<file path="config.mk">
export PLATFORM = sky130hd
export DESIGN_NAME = trace_dump_ctrl
export DESIGN_NICKNAME = d
export VERILOG_FILES = /design/src/rtl/trace_dump_pkg.sv /design/src/rtl/trace_addr_seq.sv /design/src/rtl/trace_dump_ctrl.sv
export SDC_FILE = /design/constraint.sdc
export NUM_CORES = 1
export LEC_CHECK = 0
export ABC_AREA = 1
export BUFFER_PORTS_ARGS = -buffer_cell sky130_fd_sc_hd__clkbuf_2
export CAP_MARGIN = 10
export CORE_UTILIZATION = 54
export CTS_CLUSTER_DIAMETER = 50
export DETAILED_ROUTE_END_ITERATION = 10
export PLACE_DENSITY = 0.95
export SLEW_MARGIN = 20
export SYNTH_ARGS = -nofsm -noshare
export SYNTH_HDL_FRONTEND = slang
export SYNTH_SLANG_ARGS = --single-unit
</file>
<file path="constraint.sdc">
create_clock -name clk -period 4.62 [get_ports clk]
set_input_delay 0.462 -clock clk [delete_from_list [all_inputs] [get_ports clk]]
set_output_delay 0.462 -clock clk [all_outputs]
set_load 0.005 [all_outputs]
</file>
<file path="src/rtl/trace_dump_pkg.sv">
// Shared types and constants for the trace dump controller.
// Optional header byte build: define TRACE_DUMP_HDR_EN.
package trace_dump_pkg;

  localparam logic [1:0] CH_ILLEGAL = 2'd3;
  localparam logic [7:0] HDR_BASE   = 8'hA0;

  typedef enum logic [2:0] {
    IDLE,
    RD,
    LAT,
    SEND,
    WAIT_TX,
    FIN,
    HDR
  } dump_state_t;

  function automatic logic [2:0] chan_onehot(input logic [1:0] c);
    return 3'b001 << c;
  endfunction

endpackage

</file>
<file path="src/rtl/trace_addr_seq.sv">
// Circular read address and byte counter for one trace dump.
// Loads oldest sample (base+1) and flags the final byte of a full pass.
module trace_addr_seq
  import trace_dump_pkg::*;
#(
  parameter int AW = 9
) (
  input  logic          clk_i,
  input  logic          rst_i,
  input  logic          load_i,
  input  logic          inc_i,
  input  logic [AW-1:0] base_i,
  output logic [AW-1:0] addr_o,
  output logic          last_o
);

  logic [AW-1:0] addr_q, addr_d;
  logic [AW:0]   cnt_q, cnt_d;

  always_comb begin
    addr_d = addr_q;
    cnt_d  = cnt_q;
    if (load_i) begin
      addr_d = base_i + AW'(1);
      cnt_d  = '0;
    end else if (inc_i) begin
      addr_d = addr_q + AW'(1);
      cnt_d  = cnt_q + (AW+1)'(1);
    end
  end

  always_ff @(posedge clk_i) begin
    if (rst_i) begin
      addr_q <= '0;
      cnt_q  <= '0;
    end else begin
      addr_q <= addr_d;
      cnt_q  <= cnt_d;
    end
  end

  assign addr_o = addr_q;
  assign last_o = (cnt_q == {1'b0, {AW{1'b1}}});

endmodule

</file>
<file path="src/rtl/trace_dump_ctrl.sv">
// Streams a captured trace from one channel RAM to the UART, oldest first.
// Define TRACE_DUMP_HDR_EN to prefix each dump with a channel header byte.
module trace_dump_ctrl
  import trace_dump_pkg::*;
#(
  parameter int AW = 9,
  parameter int DW = 8
) (
  input  logic          clk,
  input  logic          rst,
  input  logic          dump_start,
  input  logic [1:0]    dump_chan,
  input  logic          dump_abort,
  input  logic          cap_busy,
  input  logic [AW-1:0] trace_end,
  output logic          ram_en,
  output logic [2:0]    ram_sel,
  output logic [AW-1:0] ram_addr,
  input  logic [DW-1:0] rdata_ch1,
  input  logic [DW-1:0] rdata_ch2,
  input  logic [DW-1:0] rdata_ch3,
  output logic [DW-1:0] tx_data,
  output logic          trmt,
  input  logic          tx_done,
  output logic          dump_busy,
  output logic          dump_done,
  output logic          dump_err
);

  dump_state_t   state_q, state_d;
  logic [2:0]    sel_q, sel_d;
  logic [DW-1:0] txd_q, txd_d;
  logic          busy_q, busy_d;
  logic          err_q, err_d;
  logic          load, inc, last;
  logic          accept;

`ifdef TRACE_DUMP_HDR_EN
  logic          hdr_q, hdr_d;
  logic [1:0]    chan_q, chan_d;
`endif

  assign accept = dump_start & ~cap_busy
                & (dump_chan != CH_ILLEGAL);

  trace_addr_seq #(.AW(AW)) u_seq (
    .clk_i  (clk),
    .rst_i  (rst),
    .load_i (load),
    .inc_i  (inc),
    .base_i (trace_end),
    .addr_o (ram_addr),
    .last_o (last)
  );

  always_comb begin
    state_d   = state_q;
    sel_d     = sel_q;
    txd_d     = txd_q;
    busy_d    = busy_q;
    err_d     = 1'b0;
    load      = 1'b0;
    inc       = 1'b0;
    ram_en    = 1'b0;
    trmt      = 1'b0;
    dump_done = 1'b0;
`ifdef TRACE_DUMP_HDR_EN
    hdr_d     = hdr_q;
    chan_d    = chan_q;
`endif
    case (state_q)
      IDLE: begin
        if (dump_start) begin
          if (accept) begin
            sel_d  = chan_onehot(dump_chan);
            load   = 1'b1;
            busy_d = 1'b1;
`ifdef TRACE_DUMP_HDR_EN
            chan_d  = dump_chan;
            state_d = HDR;
`else
            state_d = RD;
`endif
          end else begin
            err_d = 1'b1;
          end
        end
      end
      RD: begin
        ram_en  = 1'b1;
        state_d = LAT;
      end
      LAT: begin
        unique case (1'b1)
          sel_q[0]: txd_d = rdata_ch1;
          sel_q[1]: txd_d = rdata_ch2;
          sel_q[2]: txd_d = rdata_ch3;
          default:  txd_d = txd_q;
        endcase
        state_d = SEND;
      end
      SEND: begin
        trmt    = 1'b1;
        state_d = WAIT_TX;
      end
      WAIT_TX: begin
        if (tx_done) begin
`ifdef TRACE_DUMP_HDR_EN
          if (hdr_q) begin
            hdr_d   = 1'b0;
            state_d = RD;
          end else begin
            inc     = 1'b1;
            state_d = last ? FIN : RD;
          end
`else
          inc     = 1'b1;
          state_d = last ? FIN : RD;
`endif
        end
      end
      FIN: begin
        dump_done = 1'b1;
        busy_d    = 1'b0;
        sel_d     = 3'b000;
        state_d   = IDLE;
      end
      HDR: begin
`ifdef TRACE_DUMP_HDR_EN
        txd_d   = DW'(HDR_BASE | {6'd0, chan_q});
        hdr_d   = 1'b1;
        state_d = SEND;
`else
        state_d = IDLE;
`endif
      end
      default: state_d = IDLE;
    endcase
    // Abort beats every in-flight action, including a coincident tx_done.
    if (dump_abort && (state_q != IDLE)) begin
      state_d   = IDLE;
      err_d     = 1'b1;
      busy_d    = 1'b0;
      sel_d     = 3'b000;
      inc       = 1'b0;
      ram_en    = 1'b0;
      trmt      = 1'b0;
      dump_done = 1'b0;
`ifdef TRACE_DUMP_HDR_EN
      hdr_d     = 1'b0;
`endif
    end
  end

  always_ff @(posedge clk) begin
    if (rst) begin
      state_q <= IDLE;
      sel_q   <= '0;
      txd_q   <= '0;
      busy_q  <= 1'b0;
      err_q   <= 1'b0;
`ifdef TRACE_DUMP_HDR_EN
      hdr_q   <= 1'b0;
      chan_q  <= '0;
`endif
    end else begin
      state_q <= state_d;
      sel_q   <= sel_d;
      txd_q   <= txd_d;
      busy_q  <= busy_d;
      err_q   <= err_d;
`ifdef TRACE_DUMP_HDR_EN
      hdr_q   <= hdr_d;
      chan_q  <= chan_d;
`endif
    end
  end

  assign ram_sel   = sel_q;
  assign tx_data   = txd_q;
  assign dump_busy = busy_q;
  assign dump_err  = err_q;

endmodule
</file>
==> results of run 1 <==
## final cells by class
cell class,instances,share of cell area
Multi-Input combinational cell,197,0.451
Sequential cell,35,0.296
Timing Repair Buffer,65,0.138
Inverter,38,0.0603
Clock buffer,7,0.0275
Tap cell,46,0.0244
Clock inverter,1,0.00318
## registers in the layout (all words and copies together) (netlist names)
name and flops:
dump_busy 1, u_seq.addr_o 9, state_q 3, u_seq.cnt_q 10, ram_sel 3, dump_err 1
tx_data 8
## logic make-up (layout without fill, tap and decap cells)
kind of cell,count (synthesis),after routing,synth area share
AO/OA/AOI/OAI,69,69,0.199
XOR/XNOR,4,4,0.0179
adder cells (fa/ha/maj),2,2,0.0128
buffers and inverters,46,111,0.0990
flip-flops,35,35,0.358
AND/OR/NAND/NOR,122,122,0.314
## worst max-delay path: cells and delay by family
kind,cells,cell delay [ps]
AOI/OAI and AO/OA,1,380
and+or+nand+nor,9,1340
buffers and inverters,3,270
adders and majority gates,1,250
## placed cells by master (no fill, tap or decap), types with 3 or more instances in the layout
cell type / instances
or2_0: 3
nand2_1: 52
clkbuf_4: 5
inv_2: 5
nor3_1: 3
a21oi_1: 34
nor2_4: 3
dfxtp_1: 35
nand3_1: 22
inv_1: 33
clkbuf_2: 65
nor2_2: 3
nor2_1: 18
nand2_2: 4
o21ai_0: 21
xor2_1: 3
nor4_1: 3
a22o_1: 8
## worst paths after layout
path	slack (ps)	from	end	depth (start not counted)
max	2160	dump_chan[0]	u_seq.addr_o[8]	14
min	360	rst	u_seq.addr_o[1]	2
max reg2reg	2320	state_q[0]	u_seq.addr_o[8]	13
min reg2reg	480	u_seq.cnt_q[9]	u_seq.cnt_q[9]	2
## metal layers
metal / vias to the layer above / part of all wire / routed length (um)
met2: 103 / 0.48 / 2250
met1: 931 / 0.42 / 1960
li1: 1056 / - / -
met4: 0 / 0.023 / 109
met3: 19 / 0.078 / 365
met5: - / 0 / 0
## power by group through the flow
stage               Sequential [mW]  Combinational [mW]  Clock, mW
floorplan                     0.381               0.292          0
global placement              0.388               0.358          0
detailed placement            0.389               0.366          0
CTS                           0.382               0.370      0.197
global route                  0.389               0.414      0.209
finish                        0.384               0.375      0.196
## metrics by stage
stage	setup slack, ps	cell area, um^2
finish	2160	2360
global route	1930	2360
CTS	2220	2360
detailed placement	1850	2290
global placement	1970	2290
floorplan	2720	1960
==> flow_metrics.py, run 1 <==
metrics = {
    "outcome": {
        "status": "finished clean",
    },
    "timing": {
        "rsz0062_at_grt": "false",
        "hold_viol_final": 0,
        "final-setup-viol-count": 0,
        "tightest_slew_ps": 801,
        "slew_headroom": 0.464,
        "fmax_mhz": 407,
        "min_period_over_period": 0.532,
        "whs_ps": 357,
        "finalSetupTns_ps": 0,
        "period_minus_slack_ps": 2460,
        "clock_skew_ps": 3.23,
        "drv_slew": 0,
    },
    "min_path": {
        "hp-class": "in -> reg",
    },
    "synthesis": {
        "syn_inst": 278,
        "synth_most_common_cell": "nand2_1",
        "synth_common_cells": "52 x nand2_1, 35 x dfxtp_1, 34 x a21oi_1",
        "synth.avg_cell_area_um2": 7.05,
        "synth-seq-cells": 35,
        "synth_top_area_cell": "dfxtp_1",
        "synth_edf_count": 0,
        "syn-num-nets": 321,
        "synthArstFlopShare": 0,
        "yosys-top-cells-area": "dfxtp_1 36%, nand2_1 10%, a21oi_1 8.7%",
        "yosysTopAreaCellShare": 0.358,
        "ys_seq_area_frac": 0.358,
        "ys.flop_type": "dfxtp_1",
        "ys_types": 35,
        "ys_warn_count": 0,
        "synth_area_um2": 1960,
    },
    "clock_network": {
        "cts.repair.resized": 0,
        "cts_setup_buffers": 0,
        "cts_sinks": 35,
        "clk_pin_slew_ps": 110,
        "tritoncts": "yes",
        "numCtsBuffers": 5,
        "hold_buffers": 0,
        "clockBufferDepth": 2,
        "cts.htree.levels": 2,
        "clock_latency_ps": 350,
        "cts_root_buf": "clkbuf_4",
    },
    "cells_and_area": {
        "area_delta_synth_final_pct": 20.6,
        "drive_gt1_frac": 0.274,
        "multi_input_area_um2": 1060,
        "fillers": 282,
        "diodes": 0,
        "regArea_um2": 701,
        "fin_nets": 385,
        "final_core_util": 0.692,
        "fin_cells": 389,
    },
    "global_route": {
        "first_global_vias": 1828,
        "grt.total_usage": 0.250,
        "antenna_found_initial": 0,
        "grt_max_degree": 17,
        "met1_usage": 0.280,
        "grt_overflow": 0,
        "use_met3": 0.0699,
        "met2_usage": 0.440,
        "top_usage_layer": "met2",
        "grt_pass1_wl_um": 7760,
    },
    "run": {
        "cap_viol_max_count": 0,
    },
    "drt": {
        "post-route-drc-count": 0,
        "drt-initial-drc-count": 121,
        "routed_wl_um": 4690,
        "vias": 2109,
        "antenna_left": 0,
        "drt-wirelength-per-cell_um": 12.1,
        "via_per_inst": 5.42,
        "dr.pass1.iters": 5,
    },
    "power": {
        "vdd_drop_max_v": 0.000350,
        "seq_power_share": 0.402,
        "power_leakage_nw": 1.16,
        "clockPowerShare": 0.205,
        "cellPowerDensity_nw_per_um2": 404,
        "switching_share": 0.415,
        "p_sw_mw": 0.396,
        "combPwrFrac": 0.393,
        "finalPower_mw": 0.955,
        "power.internal_mw": 0.559,
    },
    "placed_design": {
        "numPortBuffers": 65,
        "place_hpwl_um": 3560,
        "numPlacedInstances": 381,
        "gp_congestion": 0.914,
    },
    "worst_setup_path": {
        "critPathMaxStageDelay_ps": 600,
        "endpoint_kind": "register",
        "cp.arrival_ps": 2710,
        "crit_top_cell": "nor2_1",
        "crit_type": "in -> reg",
        "crit_chain": "clkbuf_2, nand2_1, inv_1, nor2_1, nand2_4, o21ai_0, inv_1, ha_1, nand3_2, nor2_4, nand3_1, nand2_1, nor2_1, nor2_1",
        "crit_slowest_cell": "nor2_1",
        "worstPathMaxFanout": 15,
        "start_kind": "input pin",
        "cp.required_ps": 4870,
    },
    "die": {
        "io_pins": 66,
        "core_area_um2": 3420,
        "dieArea_um2": 3870,
        "fp-row-count": 21,
        "chipWidth_um": 62.2,
        "start_util": 0.574,
        "die_y_um": 62.2,
    },
}
No activity file was read; power rests on OpenSTA's default activity.
==> inputs of run 2 (changes only) <==
Settings changed: CORE_UTILIZATION 54 to 50, PLACE_DENSITY 0.95 to 0.89.
Clock period 4.62 ns to 2.35 ns, I/O delays scaled along.
==> flow_metrics.py, run 2 (synthesized netlist as in run 1, its figures left out) <==
metrics = {
    "outcome": {
        "status": "finished clean",
    },
    "worst_setup_path": {
        "cp-startpoint": "state_q[1]",
        "start_kind": "register",
        "endpoint_kind": "register",
        "crit_type": "reg -> reg",
        "ff2ff_path_depth": 13,
        "crit_path_end": "u_seq.addr_o[8]",
        "rr_endpoint": "u_seq.addr_o[8]",
        "worstPathMaxFanout": 15,
        "timing.rr.start": "state_q[1]",
        "cp.required_ps": 2530,
        "cp.arrival_ps": 2230,
        "r2r_setup_slack_ps": 300,
    },
    "cells_and_area": {
        "top_register": "u_seq.cnt_q",
        "area_delta_synth_final_pct": 23.7,
        "final_common_cell": "clkbuf_2",
        "mostFrequentLayoutCells": "65 x clkbuf_2, 52 x nand2_1, 35 x dfxtp_1, 34 x a21oi_1, 33 x inv_1",
        "drive_gt1_frac": 0.280,
        "fin_nets": 389,
        "diodes": 0,
        "fillers": 337,
        "largest_reg_flops": 10,
        "design_area_um2": 2420,
    },
    "timing": {
        "fmax_mhz": 487,
        "drv_slew": 0,
        "whs_ps": 196,
        "clock_skew_ps": 6.95,
        "final-setup-viol-count": 0,
        "min_period_over_period": 0.874,
        "hold_viol_final": 0,
        "slew_headroom": 0.683,
        "fin_ws_ps": 297,
        "finalSetupTns_ps": 0,
        "rsz0062_at_grt": "false",
        "tightest_slew_ps": 474,
        "period_minus_slack_ps": 2050,
    },
    "placed_design": {
        "numPortBuffers": 65,
        "place_hpwl_um": 3570,
        "pre_cts_slack_ps": 279,
        "place_area_um2": 2320,
        "gp_congestion": 0.852,
    },
    "clock_network": {
        "numCtsBuffers": 5,
        "cts.htree.levels": 2,
        "clockBufferDepth": 2,
        "hold_buffers": 0,
        "tritoncts": "yes",
        "clock_latency_ps": 290,
        "cts_sinks": 35,
        "clk_pin_slew_ps": 80,
        "cts_setup_buffers": 0,
        "cts.repair.resized": 0,
        "cts_root_buf": "clkbuf_8",
    },
    "global_route": {
        "grt_pass1_wl_um": 7980,
        "grt.total_usage": 0.244,
        "grt_overflow": 0,
        "grt_max_degree": 17,
        "antenna_found_initial": 0,
        "first_global_vias": 1919,
    },
    "drt": {
        "drt-initial-drc-count": 121,
        "drt-wirelength-per-cell_um": 11.8,
        "via_per_inst": 5.18,
        "dr.pass1.iters": 4,
        "wl_met3_um": 275,
        "wl_met2_um": 2210,
        "routed_wl_um": 4680,
        "vias": 2047,
        "wl_met1_um": 2120,
        "antenna_left": 0,
        "routed.top_layer": "met4",
        "post-route-drc-count": 0,
    },
    "power": {
        "vdd_drop_max_v": 0.000473,
        "cellPowerDensity_nw_per_um2": 829,
        "power_leakage_nw": 1.19,
    },
    "die": {
        "start_util": 0.527,
        "fp-row-count": 22,
        "dieArea_um2": 4170,
        "chipWidth_um": 64.6,
        "die_y_um": 64.6,
        "core_area_um2": 3720,
        "io_pins": 66,
    },
    "run": {
        "cap_viol_max_count": 0,
    },
    "min_path": {
        "hp-class": "in -> reg",
    },
}
run 2: cell types whose count changed in the layout (fill, tap and decap cells not counted), sizes merged:
cell,previous run,this run
buf,0,4
clkbuf,72,73
clkinvlp,1,0
run 2: power by group:
group	total, mW	internal (mW)	switching, mW	leakage [nW]
Clock	0.486	0.268	0.218	0.0515
Sequential	0.753	0.673	0.0801	0.284
Combinational	0.769	0.281	0.488	0.857
run 2: cell type report:
type	instances	area (um^2)	share of cell area
timing repair buffer	69	355	0.147
sequential	35	701	0.289
multi-input combinational	197	1060	0.439
clock buffer	8	100	0.0413
tap	48	60.1	0.0248
inverter	38	143	0.0589
run 2: critical path, stage by stage, from the launching register on:
cell and delay, ps:
dfxtp_1 340, inv_2 120, nand2_4 90, nor2_4 120
nand2_4 130, o21ai_0 360, inv_1 120, ha_1 260
nand3_2 110, nor2_4 50, nand3_1 80, nand2_1 50
nor2_1 90, nor2_1 40
run 2: layer usage:
metal  global-route usage  vias to the layer above
met5                    0                        -
met1                0.303                      907
met4               0.0917                        0
met3               0.0634                        8
met2                0.403                       69
li1                     -                     1063
run 2: worst min path at each step:
| stage | from | endpoint | cells past startpoint |
|---|---|---|---|
| after detailed placement | u_seq.cnt_q[9] | u_seq.cnt_q[9] | 2 |
| after global placement | u_seq.cnt_q[9] | u_seq.cnt_q[9] | 2 |
| after global routing | rst | u_seq.addr_o[1] | 2 |
| after floorplan | rst | u_seq.addr_o[1] | 1 |
| after CTS | rst | u_seq.addr_o[1] | 2 |
| final | rst | u_seq.addr_o[1] | 2 |
run 2: metrics by stage:
step                      instances  utilization  total power [mW]
final                           395        0.652              2.01
after global routing            395        0.652              2.14
after CTS                       395        0.652              2.01
after detailed placement        387        0.625              1.52
after global placement          387        0.625              1.50
after floorplan                 278            -              1.32
==> inputs of run 3 (changes only) <==
Settings changed: CORE_UTILIZATION 50 to 52, CTS_BUF_LIST from default to sky130_fd_sc_hd__clkbuf_8, PLACE_DENSITY 0.89 to 0.92.
==> flow_metrics.py, run 3 (synthesized netlist as in run 1, its figures left out) <==
metrics = {
    "global_route": {
        "grt_max_degree": 17,
        "first_global_vias": 2024,
        "grt.total_usage": 0.268,
        "grt_overflow": 0,
        "antenna_found_initial": 0,
        "grt_pass1_wl_um": 8540,
    },
    "cells_and_area": {
        "fin_cells": 391,
        "mostFrequentLayoutCells": "65 x clkbuf_2, 52 x nand2_1, 35 x dfxtp_1, 34 x a21oi_1, 33 x inv_1",
        "drive_gt1_frac": 0.278,
        "multi_input_area_um2": 1060,
        "area_delta_synth_final_pct": 22.5,
        "top_register": "u_seq.cnt_q",
        "fin_nets": 388,
        "largest_reg_flops": 10,
        "final_common_cell": "clkbuf_2",
        "regArea_um2": 701,
        "diodes": 0,
        "fillers": 314,
    },
    "timing": {
        "tightest_slew_ps": 499,
        "min_period_over_period": 0.848,
        "period_minus_slack_ps": 1990,
        "clock_skew_ps": 6.39,
        "finalSetupTns_ps": 0,
        "hold_viol_final": 0,
        "final-setup-viol-count": 0,
        "slew_headroom": 0.666,
        "drv_slew": 0,
        "rsz0062_at_grt": "false",
        "fmax_mhz": 502,
    },
    "worst_setup_path": {
        "worstPathMaxFanout": 15,
        "crit_chain": "inv_2, nand2_4, nor2_4, nand2_4, o21ai_1, inv_1, ha_1, nand3_2, nor2_4, nand3_1, nand2_1, nor2_1, nor2_1",
        "endpoint_kind": "register",
        "cp_top_family": "simple AND/OR/NAND/NOR gates",
        "crit_slowest_cell": "dfxtp_1",
        "timing.rr.start": "state_q[1]",
        "cp.arrival_ps": 2170,
        "cp.required_ps": 2530,
        "path_buf_inv": 2,
        "crit_type": "reg -> reg",
        "critPathMaxStageDelay_ps": 340,
        "start_kind": "register",
        "cp-startpoint": "state_q[1]",
    },
    "power": {
        "cellPowerDensity_nw_per_um2": 822,
        "vdd_drop_max_v": 0.000526,
        "power_leakage_nw": 1.18,
    },
    "die": {
        "core_area_um2": 3470,
        "io_pins": 66,
        "start_util": 0.565,
        "fp-row-count": 21,
        "die_y_um": 63.4,
        "dieArea_um2": 4020,
        "chipWidth_um": 63.4,
    },
    "clock_network": {
        "clock_latency_ps": 290,
        "cts_setup_buffers": 0,
        "numCtsBuffers": 5,
        "cts.htree.levels": 2,
        "clockBufferDepth": 2,
        "tritoncts": "yes",
        "clk_pin_slew_ps": 70,
        "cts_root_buf": "clkbuf_8",
        "cts_sinks": 35,
    },
    "min_path": {
        "hp-class": "in -> reg",
        "worstHoldStart": "rst",
    },
    "drt": {
        "antenna_left": 0,
        "post-route-drc-count": 0,
        "routed_wl_um": 5000,
        "vias": 2098,
        "drt-initial-drc-count": 132,
        "dr.pass1.iters": 4,
        "drt-wirelength-per-cell_um": 12.8,
        "via_per_inst": 5.37,
    },
    "placed_design": {
        "gp_congestion": 0.844,
        "numPortBuffers": 65,
        "numPlacedInstances": 384,
        "place_hpwl_um": 3770,
    },
    "outcome": {
        "status": "finished clean",
    },
    "run": {
        "cap_viol_max_count": 0,
    },
}
## run 3: cell count changes in the layout (fill, tap and decap cells not counted), sizes merged
cell	before	now
clkbuf	73	71
buf	4	3
clkinv	0	1
## run 3: where the power goes
part,switching [mW],total [mW],internal (mW),leakage [nW]
combinational,0.495,0.770,0.275,0.852
sequential,0.0822,0.755,0.673,0.284
clock,0.219,0.449,0.230,0.0470
total,0.796,1.97,1.18,1.18
## run 3: per-layer routing
metal	share of wire	wire, um	global-route usage
met3	0.055	276	0.0598
met2	0.48	2420	0.451
met4	0.025	127	0.145
met1	0.43	2170	0.313
met5	0	0	0
## run 3: area by class of cell
class,instances,area share
Sequential cell,35,0.292
Inverter,38,0.0594
Clock inverter,1,0.00208
Tap cell,46,0.0240
Clock buffer,6,0.0344
Timing Repair Buffer,68,0.145
Multi-Input combinational cell,197,0.443
## run 3: path summary, 6_finish.rpt
check,to,slack [ps],cells past startpoint
max,u_seq.addr_o[8],360,13
min reg2reg,u_seq.cnt_q[9],480,2
min,u_seq.addr_o[6],210,2
max reg2reg,u_seq.addr_o[8],360,13
## run 3: through the flow
| step | power [mW] | setup WS (ps) | cell area (um^2) | hold slack [ps] | util |
|---|---|---|---|---|---|
| floorplan | 1.32 | 585 | 1960 | 304 | - |
| global placement | 1.50 | 368 | 2310 | 455 | 0.667 |
| detailed placement | 1.52 | 205 | 2310 | 469 | 0.667 |
| CTS | 1.97 | 224 | 2400 | 205 | 0.692 |
| global route | 2.10 | 148 | 2400 | 208 | 0.692 |
| finish | 1.97 | 358 | 2400 | 211 | 0.692 |
## run 3: worst reg2reg max path, cell delays in order (launching register included)
cell and delay, ps:
dfxtp_1 340, inv_2 110, nand2_4 80, nor2_4 120, nand2_4 130, o21ai_1 320
inv_1 110, ha_1 250, nand3_2 100, nor2_4 50, nand3_1 90, nand2_1 50
nor2_1 100, nor2_1 40
## run 3: timing repair
action	in CTS	in global routing
hold buffers	0	0
setup endpoints to repair	0	1
gates resized for setup	0	1
endpoints found under the hold margin	0	0
